`src/rtl/square_accum_pkg.sv`:
```
// Shared types and helpers for the square accumulator readout path.
// The enum holds the readout FSM states; the helper applies the offset correction.
package square_accum_pkg;

  localparam int ACCUM_W = 24;

  typedef enum logic [2:0] {
    IDLE,
    CLEAR,
    RUN,
    DRAIN,
    CAPTURE
  } state_e;

  // Doubles the raw sum and adds one offset per sample. Callers truncate the result.
  function automatic logic [63:0] offset_correct(input logic [ACCUM_W-1:0] accum,
                                                 input logic [63:0] count,
                                                 input logic [63:0] offset);
    return {39'd0, accum, 1'b0} + count * offset;
  endfunction

endpackage

```
`src/rtl/square_5bit_accumulator.sv`:
```
// Squares a signed 5-bit sample and accumulates it when ce_i is high.
// A new sample shows up in accum_o two cycles after its ce_i cycle.
module square_5bit_accumulator
  import square_accum_pkg::*;
(
  input  logic                      clk_i,
  input  logic                      rst_i,
  input  logic                      ce_i,
  input  logic signed [4:0]         x_i,
  output logic        [ACCUM_W-1:0] accum_o
);

  logic [4:0]         mag;
  logic [9:0]         sq_p0;
  logic               vld_p0;
  logic [ACCUM_W-1:0] accum_q;

  // -16 maps to 5'b10000, which reads back as 16.
  assign mag = x_i[4] ? $unsigned(-x_i) : $unsigned(x_i);

  // Stage p0: squared magnitude
  always_ff @(posedge clk_i) begin
    sq_p0 <= 10'(mag) * 10'(mag);
  end

  always_ff @(posedge clk_i) begin
    if (rst_i) begin
      vld_p0  <= 1'b0;
      accum_q <= '0;
    end else begin
      vld_p0 <= ce_i;
      // Stage p1: running sum
      if (vld_p0) begin
        accum_q <= accum_q + ACCUM_W'(sq_p0);
      end
    end
  end

  assign accum_o = accum_q;

endmodule

```
`src/rtl/square_power_monitor.sv`:
```
// Top-level pairing of the readout controller with the square accumulator.
// The sample is delayed one cycle so it lines up with the registered clock-enable.
module square_power_monitor
  import square_accum_pkg::*;
#(
  parameter int ACC_LATENCY = 2,
  parameter int OFFSET      = 1,
  parameter int CNT_W       = 16,
  parameter int OUT_W       = 32
) (
  input  logic              clk_i,
  input  logic              rst_i,
  input  logic              en_i,
  input  logic [CNT_W-1:0]  window_len_i,
  input  logic signed [4:0] sample_i,
  input  logic              sample_valid_i,
  input  logic              ready_i,
  output logic [OUT_W-1:0]  power_o,
  output logic [CNT_W-1:0]  nsamp_o,
  output logic              valid_o,
  output logic              missed_o
);

  logic signed [4:0]  sample_q;
  logic               acc_ce;
  logic               acc_rst;
  logic [ACCUM_W-1:0] accum;

  always_ff @(posedge clk_i) begin
    sample_q <= sample_i;
  end

  square_5bit_accumulator u_acc (
    .clk_i   (clk_i),
    .rst_i   (acc_rst),
    .ce_i    (acc_ce),
    .x_i     (sample_q),
    .accum_o (accum)
  );

  square_accum_readout #(
    .ACC_LATENCY (ACC_LATENCY),
    .OFFSET      (OFFSET),
    .CNT_W       (CNT_W),
    .OUT_W       (OUT_W)
  ) u_readout (
    .clk_i          (clk_i),
    .rst_i          (rst_i),
    .en_i           (en_i),
    .window_len_i   (window_len_i),
    .sample_valid_i (sample_valid_i),
    .acc_ce_o       (acc_ce),
    .acc_rst_o      (acc_rst),
    .accum_i        (accum),
    .power_o        (power_o),
    .nsamp_o        (nsamp_o),
    .valid_o        (valid_o),
    .ready_i        (ready_i),
    .missed_o       (missed_o)
  );

endmodule

```
`src/rtl/square_accum_readout.sv`:
```
// Windowed readout of the square accumulator: gates ce over N valid samples, waits for
// the pipeline to settle, then publishes the corrected sum through a one-entry register.
module square_accum_readout
  import square_accum_pkg::*;
#(
  parameter int ACC_LATENCY = 2,
  parameter int OFFSET      = 1,
  parameter int CNT_W       = 16,
  parameter int OUT_W       = 32
) (
  input  logic               clk_i,
  input  logic               rst_i,
  input  logic               en_i,
  input  logic [CNT_W-1:0]   window_len_i,
  input  logic               sample_valid_i,
  output logic               acc_ce_o,
  output logic               acc_rst_o,
  input  logic [ACCUM_W-1:0] accum_i,
  output logic [OUT_W-1:0]   power_o,
  output logic [CNT_W-1:0]   nsamp_o,
  output logic               valid_o,
  input  logic               ready_i,
  output logic               missed_o
);

  localparam int                 DRAIN_W    = 8;
  localparam logic [DRAIN_W-1:0] DRAIN_LAST = DRAIN_W'(ACC_LATENCY - 1);

  state_e             state_q, state_d;
  logic [CNT_W-1:0]   len_q, len_d;
  logic [CNT_W-1:0]   count_q, count_d;
  logic [DRAIN_W-1:0] drain_q, drain_d;
  logic               acc_ce_q, acc_ce_d;
  logic               acc_rst_q, acc_rst_d;
  logic [OUT_W-1:0]   power_q, power_d;
  logic [CNT_W-1:0]   nsamp_q, nsamp_d;
  logic               valid_q, valid_d;
  logic               missed_q, missed_d;

  always_ff @(posedge clk_i) begin
    if (rst_i) begin
      state_q   <= IDLE;
      len_q     <= '0;
      count_q   <= '0;
      drain_q   <= '0;
      acc_ce_q  <= 1'b0;
      acc_rst_q <= 1'b1;
      power_q   <= '0;
      nsamp_q   <= '0;
      valid_q   <= 1'b0;
      missed_q  <= 1'b0;
    end else begin
      state_q   <= state_d;
      len_q     <= len_d;
      count_q   <= count_d;
      drain_q   <= drain_d;
      acc_ce_q  <= acc_ce_d;
      acc_rst_q <= acc_rst_d;
      power_q   <= power_d;
      nsamp_q   <= nsamp_d;
      valid_q   <= valid_d;
      missed_q  <= missed_d;
    end
  end

  always_comb begin
    state_d = state_q;
    len_d   = len_q;
    count_d = count_q;
    drain_d = drain_q;
    case (state_q)
      IDLE: begin
        if (en_i) state_d = CLEAR;
      end
      CLEAR: begin
        // A zero length would never terminate the window, so it runs as one sample.
        len_d   = (window_len_i == '0) ? CNT_W'(1) : window_len_i;
        count_d = '0;
        drain_d = '0;
        state_d = RUN;
      end
      RUN: begin
        if (sample_valid_i) begin
          count_d = count_q + CNT_W'(1);
          if (count_q + CNT_W'(1) == len_q) state_d = DRAIN;
        end
      end
      DRAIN: begin
        drain_d = drain_q + DRAIN_W'(1);
        if (drain_q == DRAIN_LAST) state_d = CAPTURE;
      end
      CAPTURE: begin
        state_d = en_i ? CLEAR : IDLE;
      end
      default: state_d = IDLE;
    endcase
  end

  always_comb begin
    acc_ce_d  = (state_q == RUN) && sample_valid_i;
    acc_rst_d = (state_q == CLEAR);
    power_d   = power_q;
    nsamp_d   = nsamp_q;
    valid_d   = valid_q;
    missed_d  = 1'b0;
    if (state_q == CAPTURE) begin
      // An unaccepted result is never overwritten; the new one is dropped instead.
      if (!valid_q || ready_i) begin
        power_d = OUT_W'(offset_correct(accum_i, 64'(count_q), 64'(OFFSET)));
        nsamp_d = count_q;
        valid_d = 1'b1;
      end else begin
        missed_d = 1'b1;
      end
    end else if (valid_q && ready_i) begin
      valid_d = 1'b0;
    end
  end

  assign acc_ce_o  = acc_ce_q;
  assign acc_rst_o = acc_rst_q;
  assign power_o   = power_q;
  assign nsamp_o   = nsamp_q;
  assign valid_o   = valid_q;
  assign missed_o  = missed_q;

endmodule

```
`config.mk`:
```
export PLATFORM = sky130hd
export DESIGN_NAME = square_power_monitor
export DESIGN_NICKNAME = d
export VERILOG_FILES = /design/src/rtl/square_accum_pkg.sv /design/src/rtl/square_5bit_accumulator.sv /design/src/rtl/square_power_monitor.sv /design/src/rtl/square_accum_readout.sv
export SDC_FILE = /design/constraint.sdc
export NUM_CORES = 1
export LEC_CHECK = 0
export ABC_AREA = 1
export CAP_MARGIN = 20
export CORE_MARGIN = 2
export CORE_UTILIZATION = 69
export CTS_CLUSTER_DIAMETER = 200
export DETAILED_ROUTE_END_ITERATION = 10
export DONT_BUFFER_PORTS = 1
export GPL_TIMING_DRIVEN = 0
export PLACE_DENSITY = 0.85
export SYNTH_ARGS = -nofsm -noshare
export SYNTH_HDL_FRONTEND = slang
export SYNTH_SLANG_ARGS = --single-unit
```
`constraint.sdc`:
```
create_clock -name clk_i -period 8.4 [get_ports clk_i]
set_input_delay 1.68 -clock clk_i [delete_from_list [all_inputs] [get_ports clk_i]]
set_output_delay 1.68 -clock clk_i [all_outputs]
set_load 0.005 [all_outputs]
```
# Word-level counts from Yosys, hierarchy flattened
# Index checks and enable logic that the tools add are counted.
# classes
shift	0
n_bitwise	1
mux	15
eq_ne	11
n_lt_le_gt_ge	0
n_addsub	5
reduce_logical	14
n_mul	1
div	0
# ops
op	count
$mux 16	2
$pmux 16 s2	1
$add 25x16->26	1
$add 24x10->24	1
$add 16x1->16 const B	1
$eq 16x16->1	1
$logic_not 16->1	1
$pmux 8 s2	1
$pmux 3 s5	1
$mux 3	4
$mul 5x5->10	1
$add 8x1->8 const B	1
$eq 8x1->1 const B	1
$eq 3x2->1 const B	2
$ne 2x2->1 const B	3
$reduce_and 2->1	3
$reduce_bool 2->1	3
$mux 1	5
$mux 5	1
$neg 5->5	1
$ne 2x1->1 const B	2
$reduce_and 4->1	1
$eq 3x1->1 const B	1
$eq 3x3->1 const B	1
6 further kinds	7
# word_totals
in_bits	26
memories	0
output_inout_bits	50
latch_bits	0
regBits	135
elab_cells	61
ramBits	0
romBits	0

# Longest topological paths before layout
# Gate-level depths: netlist (run 1).
# logic_depth
ltp_word	5
ltp_mapped	21
depth_no_buf	21

# Hierarchy
# A second synthesis (run 1) with hierarchy kept.
# hier_totals
cells_unflattened	1125
area_unflattened_um2	7558.5
# by_module_without_submodules
mod	cells_each	area_each_um2	seq_area_each_um2	n_inst
square_accum_readout	735	5017.3	1761.7	1
square_5bit_accumulator	385	2441.1	680.7	1
square_power_monitor	5	100.1	100.1	1

# Worst setup path before layout (run 1)
# OpenSTA, ideal clock, no wires.
# synth_timing
path_kind	register to register
start	reg sample_q[0]
end	reg u_acc.sq_p0[8]
setup_time_ps	119
path_stages_with_launch	19
t_arrival_ps	3695
period_less_slack_ps	3814
required_time_ps	8281
setup_slack_ps	4586
path_buffers	0
cell_sequence	dfxtp_1 inv_1 ha_1 nand2_1 o21ai_1 nand2_1 fa_1 fa_1 inv_1 ha_1 a31o_2 ha_1 a21oi_1 inv_1 a31oi_1 nor2_1 o21ai_0 nand2_1 xor2_1
# synth_between
elab_chain_cells	3
# synth_lines
element	line_no	source
start, declared	square_power_monitor.sv:24	logic signed [4:0] sample_q;
start signal, assigned	square_power_monitor.sv:30	sample_q <= sample_i;
$neg 5->5	square_5bit_accumulator.sv:19	assign mag = x_i[4] ? $unsigned(-x_i) : $unsigned(x_i);
$mux 5 (*)	square_5bit_accumulator.sv:19	
$mul 5x5->10 (*)	square_5bit_accumulator.sv:23	sq_p0 <= 10'(mag) * 10'(mag);
end signal, assigned	square_5bit_accumulator.sv:23	
end, declared	square_5bit_accumulator.sv:14	logic [9:0] sq_p0;
# Mark *: on every way between the ends. The rest lies on a longest branch, timed or not.
# A chain may end at the register's enable or synchronous reset.

# Worst setup path after layout (run 1)
# Ends and elaborated chain as after synthesis.

==> impl_results.html, run 1 <==
<table>
<tr><th>Metric</th><th>Value</th></tr>
<tr><th colspan="2">Routing</th></tr>
<tr><td>Number of vias per cell</td><td>5.85</td></tr>
<tr><td>Via total after detailed routing</td><td>6969</td></tr>
<tr><td>Average routed wire per standard cell</td><td>15.7 um</td></tr>
<tr><td>Final routed wirelength across all metal layers</td><td>18700 um</td></tr>
<tr><td>Residual DRC count</td><td>0</td></tr>
<tr><td>DR pass1 iterations</td><td>10</td></tr>
<tr><td>Post-DRT Antenna Nets</td><td>0</td></tr>
<tr><td>Drt first-iter violations</td><td>668</td></tr>
<tr><th colspan="2">Finish</th></tr>
<tr><td>Filler Cells Inserted</td><td>about 740</td></tr>
<tr><td># nets final</td><td>around 1.1k</td></tr>
<tr><td>Final Core Density</td><td>roughly four fifths</td></tr>
<tr><td>Layout Cells excl Fill</td><td>around 1.2k</td></tr>
<tr><td>Number of diodes added for antenna fixing</td><td>0</td></tr>
<tr><td>Synthesis-to-layout area growth</td><td>11.3%</td></tr>
<tr><td>Fraction of final layout cells with drive strength greater than 1</td><td>6.92%</td></tr>
<tr><th colspan="2">Die</th></tr>
<tr><td>Count of pins on the block boundary</td><td>76</td></tr>
<tr><td>Floorplan core area</td><td>10200 um^2</td></tr>
<tr><td>Row count</td><td>37</td></tr>
<tr><td>Total Die Area</td><td>11300 um^2</td></tr>
<tr><td>Horiz. Die Dim</td><td>106 um</td></tr>
<tr><td>Height of the die</td><td>106 um</td></tr>
<tr><td>Starting Density</td><td>70.6%</td></tr>
<tr><th colspan="2">Pwr</th></tr>
<tr><td>Areal power density over the cells</td><td>224 nW/um^2</td></tr>
<tr><td>Worst IR drop on VDD</td><td>0.166 mV</td></tr>
<tr><td>Overall power consumption</td><td>1.80 mW</td></tr>
<tr><td>Clk network pwr share</td><td>43.2%</td></tr>
<tr><td>Switching power of the nets</td><td>547 uW</td></tr>
<tr><td>Internal power component</td><td>roughly 1.3 mW</td></tr>
<tr><td>Comb pwr share</td><td>18.0%</td></tr>
<tr><td>Proportion of power drawn by flip-flops and latches</td><td>38.8%</td></tr>
<tr><td>P_leak</td><td>3.63 nW</td></tr>
<tr><td>Switching share of power</td><td>a little under a third</td></tr>
<tr><th colspan="2">Clocking</th></tr>
<tr><td>Root buffer selected by CTS</td><td>clkbuf_8</td></tr>
<tr><td>Number of hold buffers added after cts</td><td>0</td></tr>
<tr><td>Insertion delay to the later sink of the worst-skew pair</td><td>0.53 ns</td></tr>
<tr><td>Gates resized, CTS repair</td><td>0</td></tr>
<tr><td>TritonCTS Sinks</td><td>127</td></tr>
<tr><td>Post CTS Setup Buffer Count</td><td>0</td></tr>
<tr><td>Maximum clock path buffer count</td><td>2</td></tr>
<tr><td>Maximum level of the CTS H-tree</td><td>4</td></tr>
<tr><td>Register clock-pin slew on the reported worst setup and hold paths</td><td>0.06 ns</td></tr>
<tr><td>Number of clock buffers inserted by TritonCTS</td><td>17</td></tr>
<tr><td>CTS tree</td><td>built</td></tr>
<tr><th colspan="2">Logic synthesis</th></tr>
<tr><td>Post-synth ARST share</td><td>0%</td></tr>
<tr><td>Share of the synthesized area in the top cell type</td><td>35.2%</td></tr>
<tr><td>Post-synthesis instance area</td><td>between 7000 and 8000 um^2</td></tr>
<tr><td>Synth Warn #</td><td>0</td></tr>
<tr><td>Area leader, netlist</td><td>dfxtp_1</td></tr>
<tr><td>Post-synthesis cell count</td><td>1016</td></tr>
<tr><td>Most common library cells after synthesis</td><td>nand2_1 (187), inv_1 (130), dfxtp_1 (127)</td></tr>
<tr><td>Number of enable-type register cells in the synthesized netlist</td><td>0</td></tr>
<tr><td>Most common cell in the netlist</td><td>nand2_1</td></tr>
<tr><td>Sequential cell area fraction in the yosys report</td><td>35.2%</td></tr>
<tr><td>Ys flop type</td><td>dfxtp_1</td></tr>
<tr><td>Flops &amp; latches, synth</td><td>roughly 130</td></tr>
<tr><td>Mean area per synthesized cell</td><td>7.11 um^2</td></tr>
<tr><td>Count of distinct cell types in the synthesized netlist</td><td>46</td></tr>
<tr><td>Top post-synthesis cells by area</td><td>dfxtp_1 (35%), nand2_1 (9.7%), ha_1 (7.4%), inv_1 (6.8%), a21oi_1 (6.3%)</td></tr>
<tr><th colspan="2">Flow run</th></tr>
<tr><td>Number of maximum-capacitance violations</td><td>0</td></tr>
<tr><th colspan="2">Global route</th></tr>
<tr><td>Antenna violations before repair</td><td>0</td></tr>
<tr><td>Wire length of the first global-routing pass</td><td>31000 um</td></tr>
<tr><td>Largest net degree at the start of global routing</td><td>17</td></tr>
<tr><td>Overall global routing resource usage</td><td>34.2%</td></tr>
<tr><td>Number of global-route vias before repair</td><td>6525</td></tr>
<tr><td>Grt total ovfl</td><td>0</td></tr>
<tr><th colspan="2">Setup path</th></tr>
<tr><td>Worst path top cell family by delay</td><td>adder cells</td></tr>
<tr><td>Arrival time of data at the critical path endpoint</td><td>4.53 ns</td></tr>
<tr><td>Setup CP Type</td><td>reg2reg</td></tr>
<tr><td>Max incr delay on CP</td><td>between 0.5 and 0.6 ns</td></tr>
<tr><td>Worst-path fanout max</td><td>6</td></tr>
<tr><td>Data required time at the worst endpoint</td><td>8.82 ns</td></tr>
<tr><td>CP endpoint kind</td><td>flip-flop</td></tr>
<tr><td>Standard cell with the maximum stage delay on the critical path</td><td>fa_1</td></tr>
<tr><td>Cell-by-cell listing of the critical path</td><td>inv_1, ha_1, nand2_1, o21ai_1, nand2_1, fa_1, fa_1, inv_1, ha_1, a31o_2, ha_1, a21oi_1, inv_1, a31oi_1, nor2_1, o21ai_0, nand2_1, xor2_1</td></tr>
<tr><td>Nature of the critical path startpoint</td><td>flip-flop</td></tr>
<tr><td>Crit path buf inv count</td><td>3</td></tr>
<tr><th colspan="2">STA</th></tr>
<tr><td>Post-Route Hold Slack</td><td>0.419 ns</td></tr>
<tr><td>Setup Viol. Count Final</td><td>0</td></tr>
<tr><td>Clock tree skew after final layout</td><td>0.00850 ns</td></tr>
<tr><td>Min Tclk post-route</td><td>4.11 ns</td></tr>
<tr><td>Pins over their slew limit</td><td>0</td></tr>
<tr><td>Unrepaired setup endpoints after global routing</td><td>no</td></tr>
<tr><td>Slew at the pin closest to its max-slew limit</td><td>0.641 ns</td></tr>
<tr><td>Endpoints failing hold</td><td>0</td></tr>
<tr><td>Post-route setup TNS</td><td>0 ns</td></tr>
<tr><td>Relative slew slack</td><td>57.3%</td></tr>
<tr><td>Tcrit/Tclk final</td><td>49.0%</td></tr>
<tr><td>Maximum operating frequency</td><td>about 0.24 GHz</td></tr>
<tr><th colspan="2">Placement</th></tr>
<tr><td>DP Wirelength</td><td>13300 um</td></tr>
<tr><td>PortBufs</td><td>0</td></tr>
<tr><td>Routability congestion estimate</td><td>0.978</td></tr>
<tr><td>Number of placed cells counting well taps</td><td>1159</td></tr>
<tr><th colspan="2">Outcome</th></tr>
<tr><td>Result of the run</td><td>finished clean</td></tr>
<tr><th colspan="2">Min path</th></tr>
<tr><td>Path type of the worst min-delay path</td><td>reg2reg</td></tr>
</table>
## flip-flops by register name, summed over array words and instances (netlist names)
name                 flops
u_readout.nsamp_o       16
u_acc.accum_o           24
u_acc.vld_p0             1
u_readout.acc_ce_o       1
u_readout.state_q        3
u_readout.count_q       16
u_acc.sq_p0              9
sample_q                 5
u_readout.power_o       25
u_readout.acc_rst_o      1
u_readout.len_q         16
u_readout.drain_q        8
u_readout.valid_o        1
u_readout.missed_o       1
## metrics by stage
step | area, um^2 | setup WS [ns]
floorplan | 7250 | 4.59
finish | 8040 | 4.29
global route | 8040 | 4.00
detailed placement | 7420 | 4.28
global placement | 7420 | 4.32
CTS | 8040 | 4.27
## worst min-delay path, stage by stage (launching register included)
cell	delay [ns]
dfxtp_1	0.30
inv_1	0.05
nor2_1	0.03
## logic make-up (layout without fill, tap and decap cells)
group | after synthesis | count (layout) | share of synthesized area [%]
buffers and inverters | 166 | 198 | 9.07
adder cells (fa/ha/maj) | 47 | 47 | 8.55
other | 1 | 8 | 0.0519
flip-flops | 127 | 127 | 35.2
XOR/XNOR | 33 | 33 | 4.19
AO/OA/AOI/OAI | 233 | 233 | 18.0
AND/OR/NAND/NOR | 409 | 409 | 24.9
## path summary, 6_finish.rpt
check	start	to	slack, ns	cells past startpoint
hold reg to reg	u_readout.acc_ce_o$_SDFF_PP0_	u_acc.vld_p0$_SDFF_PP0_	0.42	2
hold / removal	u_readout.acc_ce_o$_SDFF_PP0_	u_acc.vld_p0$_SDFF_PP0_	0.42	2
setup / recovery	sample_q[0]$_DFF_P_	u_acc.sq_p0[8]$_DFF_P_	4.29	18
setup reg to reg	sample_q[0]$_DFF_P_	u_acc.sq_p0[8]$_DFF_P_	4.29	18
## layout by cell type (no fill, tap or decap), drive strengths merged, types with 5 or more instances in the layout
cell      count
a21o          5
buf          12
o21ai        93
dfxtp       127
nand3        68
o211ai       10
xor2         27
ha           43
nand2       194
a21oi        91
o21a          6
xnor2         5
nor2         98
nor3         15
or2           6
inv         135
conb          8
clkbuf       41
o21bai       13
nor4          9
nand4        16
clkinvlp      5
## per-layer routing
layer  up-vias  routed length, um  part of all wire [%]  GRT usage (%)
met2       353               8640                    46           54.5
met4         0                490                   2.6           12.8
met3        49               1800                   9.6           8.09
li1       3408                  -                     -              -
met5         -                  0                     0              0
met1      3159               7720                    41           45.0
## power groups by stage
stage / registers, mW / clock network [mW] / logic [mW]
2_1_floorplan: 0.695 / 0 / 0.240
3_3_place_gp: 0.706 / 0 / 0.300
3_5_place_dp: 0.707 / 0 / 0.308
4_1_cts: 0.696 / 0.777 / 0.319
5_1_grt: 0.702 / 0.808 / 0.366
6_report: 0.697 / 0.777 / 0.325
## final cells by class
cell class / count / area, um^2 / area share [%]
sequential: 127 / 2540 / 31.6
clock inverter: 12 / 184 / 2.29
multi-input combinational: 730 / 4050 / 50.4
tap: 136 / 170 / 2.12
inverter: 133 / 499 / 6.21
buffer: 33 / 156 / 1.94
clock buffer: 20 / 435 / 5.41
Power figures use the tool's default switching activity.
==> run 2, diff against run 1 <==
--- a/config.mk
+++ b/config.mk
@@ -8,12 +8,12 @@
 export ABC_AREA = 1
 export CAP_MARGIN = 20
 export CORE_MARGIN = 2
-export CORE_UTILIZATION = 69
+export CORE_UTILIZATION = 64
 export CTS_CLUSTER_DIAMETER = 200
 export DETAILED_ROUTE_END_ITERATION = 10
 export DONT_BUFFER_PORTS = 1
 export GPL_TIMING_DRIVEN = 0
-export PLACE_DENSITY = 0.85
+export PLACE_DENSITY = 0.8
 export SYNTH_ARGS = -nofsm -noshare
 export SYNTH_HDL_FRONTEND = slang
 export SYNTH_SLANG_ARGS = --single-unit
==> constraint.sdc (replaced) <==
create_clock -name clk_i -period 3.9 [get_ports clk_i]
set_input_delay 0.78 -clock clk_i [delete_from_list [all_inputs] [get_ports clk_i]]
set_output_delay 0.78 -clock clk_i [all_outputs]
set_load 0.005 [all_outputs]
==> run 2 against run 1 <==
  * Critical path depth is the same
  * Critical path type unchanged
  * Wire length shrank 2.8%
  * Final area grew 0.95%
  * Sequential cell count is the same
==> impl_results.html, run 2 (synthesis gave the netlist of run 1 again) <==
<table>
<tr><th>Metric</th><th>Value</th></tr>
<tr><th colspan="2">Placement</th></tr>
<tr><td>DP Wirelength</td><td>13500 um (+1.0%)</td></tr>
<tr><td>Setup slack at placement</td><td>-0.294 ns (-4.57 ns)</td></tr>
<tr><td>PortBufs</td><td>0 (unchanged)</td></tr>
<tr><td>Routability congestion estimate</td><td>0.897 (-8.3%)</td></tr>
<tr><td>Number of placed cells counting well taps</td><td>1163 (+0.35%)</td></tr>
<tr><th colspan="2">Setup path</th></tr>
<tr><td>Max incr delay on CP</td><td>0.50 ns (about the same)</td></tr>
<tr><td>Arrival time of data at the critical path endpoint</td><td>4.08 ns (-0.45 ns)</td></tr>
<tr><td>CP endpoint kind</td><td>flip-flop</td></tr>
<tr><td>Critical Path Start</td><td>sample_q[0]$_DFF_P_</td></tr>
<tr><td>Setup CP Type</td><td>reg2reg</td></tr>
<tr><td>Reg-to-reg startpoint</td><td>sample_q[0]$_DFF_P_</td></tr>
<tr><td>Worst-path fanout max</td><td>5 (-1)</td></tr>
<tr><td>Worst setup slack for register-to-register paths</td><td>0.13 ns (-4.16 ns)</td></tr>
<tr><td>Nature of the critical path startpoint</td><td>flip-flop</td></tr>
<tr><td>Endpoint of the worst register-to-register path</td><td>u_acc.sq_p0[8]$_DFF_P_</td></tr>
<tr><td>Cell-by-cell listing of the critical path</td><td>inv_2, ha_1, nand2_1, o21ai_4, nand2_2, fa_1, fa_1, inv_1, ha_1, a31o_2, ha_4, a21oi_2, inv_1, a31oi_4, nor2_1, o21ai_1, nand2_1, xor2_1</td></tr>
<tr><td>Standard cell with the maximum stage delay on the critical path</td><td>fa_1</td></tr>
<tr><td>Worst r2r path cells</td><td>18 (unchanged)</td></tr>
<tr><td>Worst setup endpoint</td><td>u_acc.sq_p0[8]$_DFF_P_</td></tr>
<tr><td>Data required time at the worst endpoint</td><td>4.21 ns (-4.61 ns)</td></tr>
<tr><th colspan="2">Clocking</th></tr>
<tr><td>Number of clock buffers inserted by TritonCTS</td><td>17 (unchanged)</td></tr>
<tr><td>CTS tree</td><td>built</td></tr>
<tr><td>Register clock-pin slew on the reported worst setup and hold paths</td><td>0.06 ns (about the same)</td></tr>
<tr><td>Maximum clock path buffer count</td><td>2 (unchanged)</td></tr>
<tr><td>Number of hold buffers added after cts</td><td>0 (unchanged)</td></tr>
<tr><td>Insertion delay to the later sink of the worst-skew pair</td><td>0.42 ns (-0.11 ns)</td></tr>
<tr><td>Maximum level of the CTS H-tree</td><td>4 (unchanged)</td></tr>
<tr><td>Root buffer selected by CTS</td><td>clkbuf_16</td></tr>
<tr><td>TritonCTS Sinks</td><td>127 (unchanged)</td></tr>
<tr><th colspan="2">Die</th></tr>
<tr><td>Height of the die</td><td>110 um (+3.7%)</td></tr>
<tr><td>Row count</td><td>38 (+2.7%)</td></tr>
<tr><td>Total Die Area</td><td>12200 um^2 (+7.5%)</td></tr>
<tr><td>Starting Density</td><td>66.1% (-4.5 points)</td></tr>
<tr><td>Horiz. Die Dim</td><td>110 um (+3.7%)</td></tr>
<tr><td>Floorplan core area</td><td>10900 um^2 (+6.9%)</td></tr>
<tr><td>Count of pins on the block boundary</td><td>76 (unchanged)</td></tr>
<tr><th colspan="2">STA</th></tr>
<tr><td>Slew at the pin closest to its max-slew limit</td><td>0.679 ns (+0.0384 ns)</td></tr>
<tr><td>Min Tclk post-route</td><td>3.77 ns (-0.342 ns)</td></tr>
<tr><td>Tcrit/Tclk final</td><td>96.7% (+48 points)</td></tr>
<tr><td>Maximum operating frequency</td><td>0.265 GHz (+9.1%)</td></tr>
<tr><td>Worst path setup slack after routing</td><td>0.130 ns (-4.16 ns)</td></tr>
<tr><td>Post-Route Hold Slack</td><td>0.378 ns (-0.0409 ns)</td></tr>
<tr><td>Relative slew slack</td><td>54.7% (-2.6 points)</td></tr>
<tr><td>Pins over their slew limit</td><td>0 (unchanged)</td></tr>
<tr><td>Clock tree skew after final layout</td><td>0.00769 ns (-0.000804 ns)</td></tr>
<tr><td>Setup Viol. Count Final</td><td>0 (unchanged)</td></tr>
<tr><td>Endpoints failing hold</td><td>0 (unchanged)</td></tr>
<tr><th colspan="2">Global route</th></tr>
<tr><td>Grt total ovfl</td><td>0 (unchanged)</td></tr>
<tr><td>Largest net degree at the start of global routing</td><td>17 (unchanged)</td></tr>
<tr><td>Antenna violations before repair</td><td>0 (unchanged)</td></tr>
<tr><td>Overall global routing resource usage</td><td>30.5% (-3.7 points)</td></tr>
<tr><td>Number of global-route vias before repair</td><td>6135 (-6.0%)</td></tr>
<tr><td>Wire length of the first global-routing pass</td><td>28500 um (-8.0%)</td></tr>
<tr><th colspan="2">Pwr</th></tr>
<tr><td>P_leak</td><td>3.66 nW (+0.68%)</td></tr>
<tr><td>Worst IR drop on VDD</td><td>0.351 mV (+110%)</td></tr>
<tr><td>Areal power density over the cells</td><td>466 nW/um^2 (+110%)</td></tr>
<tr><th colspan="2">Min path</th></tr>
<tr><td>Path type of the worst min-delay path</td><td>in2reg</td></tr>
<tr><td>Start point of the worst hold path</td><td>sample_i[0]</td></tr>
<tr><th colspan="2">Flow run</th></tr>
<tr><td>Number of maximum-capacitance violations</td><td>0 (unchanged)</td></tr>
<tr><th colspan="2">Finish</th></tr>
<tr><td>Commonest cells after routing, fill and taps aside</td><td>nand2_1 (186), inv_1 (127), dfxtp_1 (125), a21oi_1 (90), nor2_1 (88)</td></tr>
<tr><td>Fraction of final layout cells with drive strength greater than 1</td><td>8.77% (+1.9 points)</td></tr>
<tr><td>Layout Cells excl Fill</td><td>1200 (+0.76%)</td></tr>
<tr><td>Max reg flops</td><td>25 (unchanged)</td></tr>
<tr><td>Area of all sequential standard cells</td><td>2550 um^2 (+0.20%)</td></tr>
<tr><td>Synthesis-to-layout area growth</td><td>12.3%</td></tr>
<tr><td>Number of diodes added for antenna fixing</td><td>0 (unchanged)</td></tr>
<tr><td>Area used by multi-input combinational logic</td><td>4110 um^2 (+1.4%)</td></tr>
<tr><td># nets final</td><td>1120 (+0.45%)</td></tr>
<tr><td>Filler Cells Inserted</td><td>879 (+19%)</td></tr>
<tr><td>Most frequent standard cell in the layout excluding fill and tap cells</td><td>nand2_1</td></tr>
<tr><th colspan="2">Routing</th></tr>
<tr><td>Average routed wire per standard cell</td><td>15.1 um (-3.5%)</td></tr>
<tr><td>Via total after detailed routing</td><td>6769 (-2.9%)</td></tr>
<tr><td>Number of vias per cell</td><td>5.64 (-3.6%)</td></tr>
<tr><td>Final routed wirelength across all metal layers</td><td>18100 um (-2.8%)</td></tr>
<tr><td>DR pass1 iterations</td><td>5 (-5)</td></tr>
<tr><td>Drt first-iter violations</td><td>574 (-14%)</td></tr>
<tr><td>Residual DRC count</td><td>0 (unchanged)</td></tr>
<tr><td>Post-DRT Antenna Nets</td><td>0 (unchanged)</td></tr>
<tr><th colspan="2">Outcome</th></tr>
<tr><td>Result of the run</td><td>finished clean</td></tr>
</table>
run 2: cell types whose count changed in the layout (fill, tap and decap cells not counted), moves of 3 or more:
| cell | delta |
|---|---|
| buf_4 | +5 |
| clkinv_2 | +4 |
| inv_1 | -3 |
| inv_2 | +3 |
run 2: critical path: cells and delay by family (launching register included):
kind / cells / cell delay [ns]
fa+ha+maj: 5 / 1.79
compound gates: 5 / 0.81
flops: 1 / 0.38
simple gates: 4 / 0.36
buf+inv: 3 / 0.19
xor+xnor: 1 / 0.14
run 2: final cells by class:
cell class	count	area share, %
sequential	127	31.4
buffer	33	1.93
clock buffer	19	5.58
inverter	133	6.15
timing repair buffer	5	0.462
clock inverter	13	1.70
tap	140	2.16
multi-input combinational	730	50.6
run 2: metal layers:
metal,vias up,global-route usage (%),share of wire (%)
li1,3416,-,-
met1,3058,39.8,44
met2,254,48.6,46
met3,41,7.82,8.0
met4,0,11.4,2.2
met5,-,0,0
run 2: repair_timing:
item                                    4_1_cts  5_1_grt
buffers inserted                              0        5
pin swaps                                     1        5
endpoints found under the setup margin        2        2
resized for setup                             5       12
run 2: how the worst min path moves through the flow:
stage / endpoint / slack, ns / depth (start not counted)
after floorplan: u_acc.sq_p0[0]$_DFF_P_ / 0.39 / 0
after global placement: u_acc.vld_p0$_SDFF_PP0_ / 0.40 / 2
after detailed placement: u_acc.vld_p0$_SDFF_PP0_ / 0.40 / 2
after CTS: sample_q[0]$_DFF_P_ / 0.37 / 0
after global routing: sample_q[0]$_DFF_P_ / 0.37 / 0
final: sample_q[0]$_DFF_P_ / 0.38 / 0
run 2: metrics by stage:
stage	TNS, ns	util [%]	total power, mW	area (um^2)
3_3_place_gp	-0.182	67.9	2.17	7430
2_1_floorplan	0	-	2.01	7250
4_1_cts	0	73.5	3.77	8040
5_1_grt	-0.0748	74.2	3.96	8120
6_report	0	74.2	3.78	8120
3_5_place_dp	-0.436	67.9	2.19	7430
run 2: report_power, final:
group          total [mW]  internal [mW]  switching [mW]  leakage (nW)
Clock                1.58          0.972           0.606         0.285
Combinational       0.702          0.236           0.466          2.34
Sequential           1.50           1.41          0.0879          1.03
